## src/rtl/vga_timing_pkg.sv

```systemverilog
`default_nettype none
// ============================================================================
// Module      : vga_timing_pkg
// Description : Shared raster-timing constants for the VGA sync generator.
//               Holds the default 640x480@60 porch/sync/active values, the
//               derived line/frame totals and the coordinate width.
// Revision    : 1.0 - initial release
// ============================================================================
package vga_timing_pkg;

    // Coordinate counters are 10 bits wide, so no total may exceed 1024.
    localparam int COORD_W   = 10;
    localparam int MAX_TOTAL = 1 << COORD_W;

    localparam int DEF_H_ACTIVE = 640;
    localparam int DEF_H_FP     = 16;
    localparam int DEF_H_SYNC   = 96;
    localparam int DEF_H_BP     = 48;

    localparam int DEF_V_ACTIVE = 480;
    localparam int DEF_V_FP     = 10;
    localparam int DEF_V_SYNC   = 2;
    localparam int DEF_V_BP     = 33;

    // Sum of the four segments of one axis (active + porches + sync).
    function automatic int axis_total(input int active, input int fp,
                                      input int sync, input int bp);
        return active + fp + sync + bp;
    endfunction

    localparam int DEF_H_TOTAL = axis_total(DEF_H_ACTIVE, DEF_H_FP, DEF_H_SYNC, DEF_H_BP);
    localparam int DEF_V_TOTAL = axis_total(DEF_V_ACTIVE, DEF_V_FP, DEF_V_SYNC, DEF_V_BP);

endpackage
`default_nettype wire

```

## src/rtl/pixel_tick.sv

```systemverilog
`default_nettype none
// ============================================================================
// Module      : pixel_tick
// Description : Pixel-rate enable for the raster counters.
//               Compile-time option PIXEL_DIV_EN:
//                 defined   - divide-by-2 phase register; tick = (phase == 1),
//                             so the first tick is on the second CLK after
//                             reset release.
//                 undefined - tick is constant 1, no state.
// Ports       : CLK  in  1  system clock
//               RST  in  1  asynchronous active-low reset
//               tick out 1  counter advance enable
// Revision    : 1.0 - initial release
// ============================================================================
module pixel_tick (
    input  logic CLK,
    input  logic RST,
    output logic tick
);

`ifdef PIXEL_DIV_EN
    logic r_phase;

    always_ff @(posedge CLK or negedge RST) begin
        if (!RST) begin
            r_phase <= 1'b0;
        end else begin
            r_phase <= ~r_phase;
        end
    end

    assign tick = r_phase;
`else
    // Clock and reset are not needed without the divider; fold them into a
    // sink so the ports stay in place for both builds.
    logic w_unused;
    assign w_unused = &{1'b0, CLK, RST};

    assign tick = 1'b1;
`endif

endmodule
`default_nettype wire

```

## src/rtl/vga_sync_gen.sv

```systemverilog
`default_nettype none
// ============================================================================
// Module      : vga_sync_gen
// Description : Raster timing generator. Produces pixel coordinates,
//               blanking flags, active-low sync pulses and a one-CLK
//               frame_start pulse. All outputs are registered and decoded
//               from the next counter values so they change on the same
//               edge as the counters, with no skew between them.
//               Compile-time option PIXEL_DIV_EN (in pixel_tick): counters
//               advance on every second CLK instead of every CLK.
// Ports       : CLK         in  1   system clock
//               RST         in  1   asynchronous active-low reset
//               col         out 10  horizontal counter 0..H_TOTAL-1
//               row         out 10  vertical counter 0..V_TOTAL-1
//               hnotactive  out 1   col >= H_ACTIVE
//               vnotactive  out 1   row >= V_ACTIVE
//               hsync       out 1   active-low horizontal sync
//               vsync       out 1   active-low vertical sync
//               frame_start out 1   one-CLK pulse on wrap to (0,0)
// Revision    : 1.0 - initial release
// ============================================================================
module vga_sync_gen
    import vga_timing_pkg::*;
#(
    parameter int H_ACTIVE = DEF_H_ACTIVE,
    parameter int H_FP     = DEF_H_FP,
    parameter int H_SYNC   = DEF_H_SYNC,
    parameter int H_BP     = DEF_H_BP,
    parameter int V_ACTIVE = DEF_V_ACTIVE,
    parameter int V_FP     = DEF_V_FP,
    parameter int V_SYNC   = DEF_V_SYNC,
    parameter int V_BP     = DEF_V_BP
) (
    input  logic               CLK,
    input  logic               RST,
    output logic [COORD_W-1:0] col,
    output logic [COORD_W-1:0] row,
    output logic               hnotactive,
    output logic               vnotactive,
    output logic               hsync,
    output logic               vsync,
    output logic               frame_start
);

    localparam int H_TOTAL = axis_total(H_ACTIVE, H_FP, H_SYNC, H_BP);
    localparam int V_TOTAL = axis_total(V_ACTIVE, V_FP, V_SYNC, V_BP);

    // Decode is done one bit wider than the counters so a sync window that
    // ends exactly at a total of 1024 still compares correctly.
    localparam int EXT_W = COORD_W + 1;

    localparam logic [EXT_W-1:0] C_ONE      = EXT_W'(1);
    localparam logic [EXT_W-1:0] C_H_LAST   = EXT_W'(H_TOTAL - 1);
    localparam logic [EXT_W-1:0] C_H_ACT    = EXT_W'(H_ACTIVE);
    localparam logic [EXT_W-1:0] C_HS_START = EXT_W'(H_ACTIVE + H_FP);
    localparam logic [EXT_W-1:0] C_HS_END   = EXT_W'(H_ACTIVE + H_FP + H_SYNC);
    localparam logic [EXT_W-1:0] C_V_LAST   = EXT_W'(V_TOTAL - 1);
    localparam logic [EXT_W-1:0] C_V_ACT    = EXT_W'(V_ACTIVE);
    localparam logic [EXT_W-1:0] C_VS_START = EXT_W'(V_ACTIVE + V_FP);
    localparam logic [EXT_W-1:0] C_VS_END   = EXT_W'(V_ACTIVE + V_FP + V_SYNC);

    // Refuse to build a raster the 10-bit counters cannot represent.
    if (H_TOTAL > MAX_TOTAL) begin : g_h_total_too_big
        $error("vga_sync_gen: H_TOTAL %0d exceeds %0d", H_TOTAL, MAX_TOTAL);
    end
    if (V_TOTAL > MAX_TOTAL) begin : g_v_total_too_big
        $error("vga_sync_gen: V_TOTAL %0d exceeds %0d", V_TOTAL, MAX_TOTAL);
    end

    logic             w_tick;
    logic [EXT_W-1:0] w_col_cur;
    logic [EXT_W-1:0] w_row_cur;
    logic [EXT_W-1:0] w_col_nxt;
    logic [EXT_W-1:0] w_row_nxt;
    logic             w_frame_wrap;

    pixel_tick u_pixel_tick (
        .CLK  (CLK),
        .RST  (RST),
        .tick (w_tick)
    );

    assign w_col_cur = {1'b0, col};
    assign w_row_cur = {1'b0, row};

    // Next-coordinate computation; counters hold on tick-less CLKs.
    always_comb begin
        w_col_nxt    = w_col_cur;
        w_row_nxt    = w_row_cur;
        w_frame_wrap = 1'b0;
        if (w_tick) begin
            if (w_col_cur == C_H_LAST) begin
                w_col_nxt = '0;
                if (w_row_cur == C_V_LAST) begin
                    w_row_nxt    = '0;
                    w_frame_wrap = 1'b1;
                end else begin
                    w_row_nxt = w_row_cur + C_ONE;
                end
            end else begin
                w_col_nxt = w_col_cur + C_ONE;
            end
        end
    end

    // Flags are decoded from the next values so they land on the same edge
    // as the counters. vsync depends only on row, which changes only at the
    // col wrap, so it naturally transitions at col = 0.
    always_ff @(posedge CLK or negedge RST) begin
        if (!RST) begin
            col         <= '0;
            row         <= '0;
            hnotactive  <= 1'b0;
            vnotactive  <= 1'b0;
            hsync       <= 1'b1;
            vsync       <= 1'b1;
            frame_start <= 1'b0;
        end else begin
            col         <= w_col_nxt[COORD_W-1:0];
            row         <= w_row_nxt[COORD_W-1:0];
            hnotactive  <= (w_col_nxt >= C_H_ACT);
            vnotactive  <= (w_row_nxt >= C_V_ACT);
            hsync       <= !((w_col_nxt >= C_HS_START) && (w_col_nxt < C_HS_END));
            vsync       <= !((w_row_nxt >= C_VS_START) && (w_row_nxt < C_VS_END));
            frame_start <= w_frame_wrap;
        end
    end

endmodule
`default_nettype wire

```

## config.mk

```make
export PLATFORM = sky130hd
export DESIGN_NAME = vga_sync_gen
export DESIGN_NICKNAME = d
export VERILOG_FILES = /design/src/rtl/vga_timing_pkg.sv /design/src/rtl/pixel_tick.sv /design/src/rtl/vga_sync_gen.sv
export SDC_FILE = /design/constraint.sdc
export NUM_CORES = 1
export LEC_CHECK = 0
export CAP_MARGIN = 20
export CORE_ASPECT_RATIO = 0.8
export CORE_UTILIZATION = 53
export CTS_BUF_LIST = sky130_fd_sc_hd__clkbuf_8
export DETAILED_ROUTE_END_ITERATION = 7
export HOLD_SLACK_MARGIN = 0.15
export PLACE_DENSITY = 0.82
export SYNTH_ARGS = -nofsm -noshare
export SYNTH_HDL_FRONTEND = slang
export SYNTH_HIERARCHICAL = 1
export SYNTH_SLANG_ARGS = --single-unit
```

## constraint.sdc

```tcl
create_clock -name CLK -period 3.1 [get_ports CLK]
set_clock_uncertainty 0.1 [all_clocks]
set_input_delay 0.775 -clock CLK [delete_from_list [all_inputs] [get_ports CLK]]
set_output_delay 0.775 -clock CLK [all_outputs]
set_load 0.005 [all_outputs]
```

-- Word level (Yosys, flattened, before mapping)
Index checks and enable logic that the tools add are counted.
- bits of input ports: 2
- output and inout bits: 25
- word-level logic and storage cells: 26
- register bits after elaboration: 25
- add/sub/neg operators: 2
- equality and inequality tests: 2
- magnitude comparators: 6
- muxes and demuxes: 5
- reductions and logical operators: 4
- operator list (operator ; number):
    $mux W11 ; 3
    $add A10 B1 Y11 const B ; 2
    $ge A11 B10 Y1 const B ; 2
    $ge A11 B9 Y1 const B ; 2
    $eq A10 B10 Y1 const B ; 2
    $lt A11 B10 Y1 const B ; 1
    $lt A11 B9 Y1 const B ; 1
    $logic_and A1 B1 Y1 ; 2
    $logic_not A1 Y1 ; 2
    $mux W1 ; 2

-- Logic depth before layout (Yosys ltp)
- word-level depth: 6
- depth in mapped cells: 8
- depth with buffers taken out: 7

-- Hierarchy
Netlist, hierarchy kept.
- modules (own cells, without submodules) (module ; times used ; area an instance (µm²) ; sequential area each (µm²) ; cells an instance):
    vga_sync_gen ; 1 ; 1341.3 ; 628.1 ; 136
    pixel_tick ; 1 ; 11.3 ; 0.0 ; 2

-- Worst setup path after synthesis
No wires, ideal clock.
- path type: reg2reg
- start: register col[5]
- end: register vnotactive
- library setup time: 0.124 ns
- arrival: 2.039 ns
- period minus slack after synthesis: 2.263 ns
- buffers on the path: 2
- path slack: 0.837 ns
- data required time: 2.876 ns
- stages on the path, launching flop included: 8
- path through: dfrtp_1 > or3_1 > buf_6 > or3_1 > buf_2 > o41ai_1 > a2111oi_1 > nand2b_1
- word-level cells in the longest chain between the ends: 3
- ends and longest elaborated chain (element ; line ; RTL):
    from (decl) ; vga_sync_gen.sv:36 ; output logic [COORD_W-1:0] col,
    from (signal assigned) ; vga_sync_gen.sv:119 ; col <= w_col_nxt[COORD_W-1:0];
    $eq A10 B10 Y1 ; vga_sync_gen.sv:92 ; if (w_col_cur == C_H_LAST) begin
    $mux W11 ; vga_sync_gen.sv:92 ;
    $ge A11 B9 Y1 ; vga_sync_gen.sv:122 ; vnotactive <= (w_row_nxt >= C_V_ACT);
    to (signal assigned) ; vga_sync_gen.sv:122 ;
    to (decl) ; vga_sync_gen.sv:39 ; output logic vnotactive,
Every way passes these cells.

-- Worst setup path in the final report
- start: register col[0]
- end: register vsync
- word-level cells in the longest chain between the ends: 5
- elaborated cells on any way between the ends: 6
- those cells by class: 2 x order compare; 1 x eq/ne; 1 x mux; 2 x reduce/logical
- ends and longest elaborated chain (element ; line ; RTL):
    $eq A10 B10 Y1 (*) ; vga_sync_gen.sv:92 ;
    $mux W11 (*) ; vga_sync_gen.sv:92 ;
    $ge A11 B9 Y1 / $lt A11 B9 Y1 (equally long branches) ; vga_sync_gen.sv:124 ; vsync <= !((w_row_nxt >= C_VS_START) && (w_row_nxt < C_VS_END));
    $logic_and A1 B1 Y1 (*) ; vga_sync_gen.sv:124 ;
    $logic_not A1 Y1 (*) ; vga_sync_gen.sv:124 ;
    to (signal assigned) ; vga_sync_gen.sv:124 ;
    to (decl) ; vga_sync_gen.sv:41 ; output logic vsync,
Mark *: on every way between the ends. The rest lies on a longest branch, timed or not.

==> reports/metrics.cfg <==
[status]
status=finished clean

[detailed_routing]
drtAntennaViolNets=0
drt_wl_total_mm=2.88
post_drt_wl_per_cell_um=14.5
first_pass_iters=4
via_per_inst=5.86
drt_iter0_markers=60
drc=0
dr_total_vias=1166

[critical_path]
cpMostUsedCell=nand4b_1
cpPeakStageDelay_ps=580
cp-start-kind=register
crit_end=vsync
crit_type=reg -> reg
startpoint=col[0]
slowest_stage=a2111oi_1
r2r_start=col[0]
crit_chain=ha_1, nand3_1, nor3_4, nand4b_1, a2111oi_1, nand4b_1
worstPathMaxFanout=10
r2r_slack_ps=610
r2r_end=vsync
cp-end-kind=register
rr_worst_depth=6
arrival_ps=2560
critical_path_depth=6
required_ps=3170
cp_top_family=simple AND/OR/NAND/NOR gates
path_buf_inv=0

[finish]
antenna_cells=0
nets=171
final_area_um2=1670
fill_cells=174
fin_util_pct=73.7
syn_to_final_growth_pct=23.7
final_cell_mix=clkdlybuf4s50_1 (26), dfrtp_1 (23), inv_1 (13), nand2_1 (13), xnor2_1 (8)
final_common_cell=clkdlybuf4s50_1
layout-drive-gt1-share_pct=7.88

[timing]
setup_viol=0
min_period_over_period_pct=80.3
worst_slew_pin_slew_ps=526
rsz0062_at_grt=false
hold_viol=0
fin_crit_ps=2490
slew_violations=0
fin_setup_tns_ps=0
slew_headroom_pct=64.8
fmax_mhz=402

[job]
drv_cap=0

[clock_tree]
cts_inserted_buffers=3
cts_num_sinks=25
clock-root-buffer=clkbuf_8
cts_buffer_depth=2
htree_num_levels=1
clk_latency_ps=260
cts_setup_buffers=0
ctsResizeCount=0
holdBufCountCts=0
clk_pin_slew_ps=80
tritoncts=built

[logic_synthesis]
synth.yosys.seq_area_share_pct=46.4
ys.flop_type=dfrtp_1
synth_nets=143
netlist_instances=138
synth_edf_count=0
syn_avg_cell_area_um2=9.80
ys_types=40
ys_ff_latch=25
syn_area_um2=1350
ys_warn_count=6
async_flop_share_pct=100

[global_route]
grt_pass1_vias=1009
grt_max_degree=26
grt_overflow=0
grt_pass1_wl_mm=4.72
grt_usage_pct=23.8
antenna_found_initial=0

[placed_design]
port_buffers=26
gp_congestion=0.890
dpl.hpwl_mm=2.17
placed_area_um2=1630

[floorplan]
placementRows=15
start_util_pct=59.6
num_io_pins=27
dieWidth_um=58.5
coreArea_um2=2270
die_area_um2=2760
die_h_um=47.2

[power_and_ir_drop]
ir_drop_v=0.000560
power_leakage_nw=0.715
power_density_nw_per_um2=466

[min_path]
hold_class=reg -> reg
hp-start=row[5]

[layout make-up]
| class | instances | area (µm²) | area share (%) |
|---|---|---|---|
| multi-input cells | 97 | 644 | 38.5 |
| flip-flops and latches | 25 | 628 | 37.5 |
| repair buffers | 27 | 268 | 16.0 |
| inverters | 12 | 45.0 | 2.69 |
| well taps | 34 | 42.5 | 2.54 |
| clock buffers | 3 | 41.3 | 2.47 |
| clock inverters | 1 | 3.75 | 0.224 |
[layer usage]
layer / vias to the layer above / part of all wire [%] / wire [µm] / GRT usage, %
li1: 553 / - / - / -
met1: 548 / 48 / 1380 / 35.0
met2: 63 / 43 / 1240 / 35.6
met3: 2 / 8.4 / 243 / 6.34
met4: 0 / 0.38 / 11 / 5.24
met5: - / 0 / 0 / 0
[synthesized netlist by cell type (all sizes together), types with 2 or more instances]
library cell | instances | area share (%)
o21ai | 7 | 2.6
or4 | 2 | 1.1
a31oi | 2 | 0.92
and3 | 3 | 1.4
buf | 4 | 2.6
nand4b | 3 | 1.9
nor3 | 6 | 3.1
nand4 | 6 | 2.8
dfrtp | 23 | 43
ha | 3 | 2.8
nor4 | 3 | 1.4
a21oi | 2 | 0.74
nand3 | 5 | 1.8
o31ai | 2 | 1.1
xor2 | 2 | 1.3
nor2 | 7 | 1.9
nand2 | 13 | 3.6
dfstp | 2 | 3.9
inv | 12 | 3.3
xnor2 | 8 | 5.2
and4 | 3 | 1.9
nand2b | 3 | 1.4
or3 | 4 | 2.0
[logic make-up after synthesis]
| kind of cell | Yosys count | synth area share [%] |
|---|---|---|
| compound gates | 21 | 10.6 |
| xor+xnor | 10 | 6.48 |
| fa+ha+maj | 3 | 2.78 |
| buf+inv | 16 | 5.92 |
| flops | 25 | 46.4 |
| mux | 1 | 0.833 |
| other cells | 1 | 0.277 |
| simple gates | 61 | 26.6 |
[power breakdown]
| group | switching [W] | internal [W] | total, W | leakage, nW |
|---|---|---|---|---|
| Clock | 0.0000939 | 0.0000884 | 0.000182 | 0.0269 |
| Sequential | 0.0000540 | 0.000363 | 0.000417 | 0.311 |
| Combinational | 0.0000804 | 0.000101 | 0.000181 | 0.377 |
[through the flow]
stage	std cells	setup slack (ps)	total power [W]	hold slack, ps
floorplan	138	837	0.000500	379
global placement	195	751	0.000595	494
detailed placement	195	641	0.000602	493
CTS	199	639	0.000784	513
global route	199	444	0.000825	553
finish	199	610	0.000780	518
[sequential cells by signal, indices dropped and copies added (netlist names)]
register     cells
vnotactive       1
hnotactive       1
vsync            1
col             10
hsync            1
frame_start      1
row             10
[worst reg2reg max path, delay by kind of cell, from the launching register on]
kind	cells	cell delay, ps
AND/OR/NAND/NOR	4	1060
AO/OA/AOI/OAI	1	580
flip-flops	1	390
adder cells (fa/ha/maj)	1	260
[how the worst min path moves through the flow]
| stage | endpoint | depth (start not counted) |
|---|---|---|
| after floorplan | col[0] | 0 |
| after detailed placement | row[6] | 2 |
| after CTS | row[6] | 2 |
| final | row[5] | 2 |
| after global routing | row[6] | 2 |
| after global placement | col[2] | 1 |
Power figures use the tool's default switching activity.
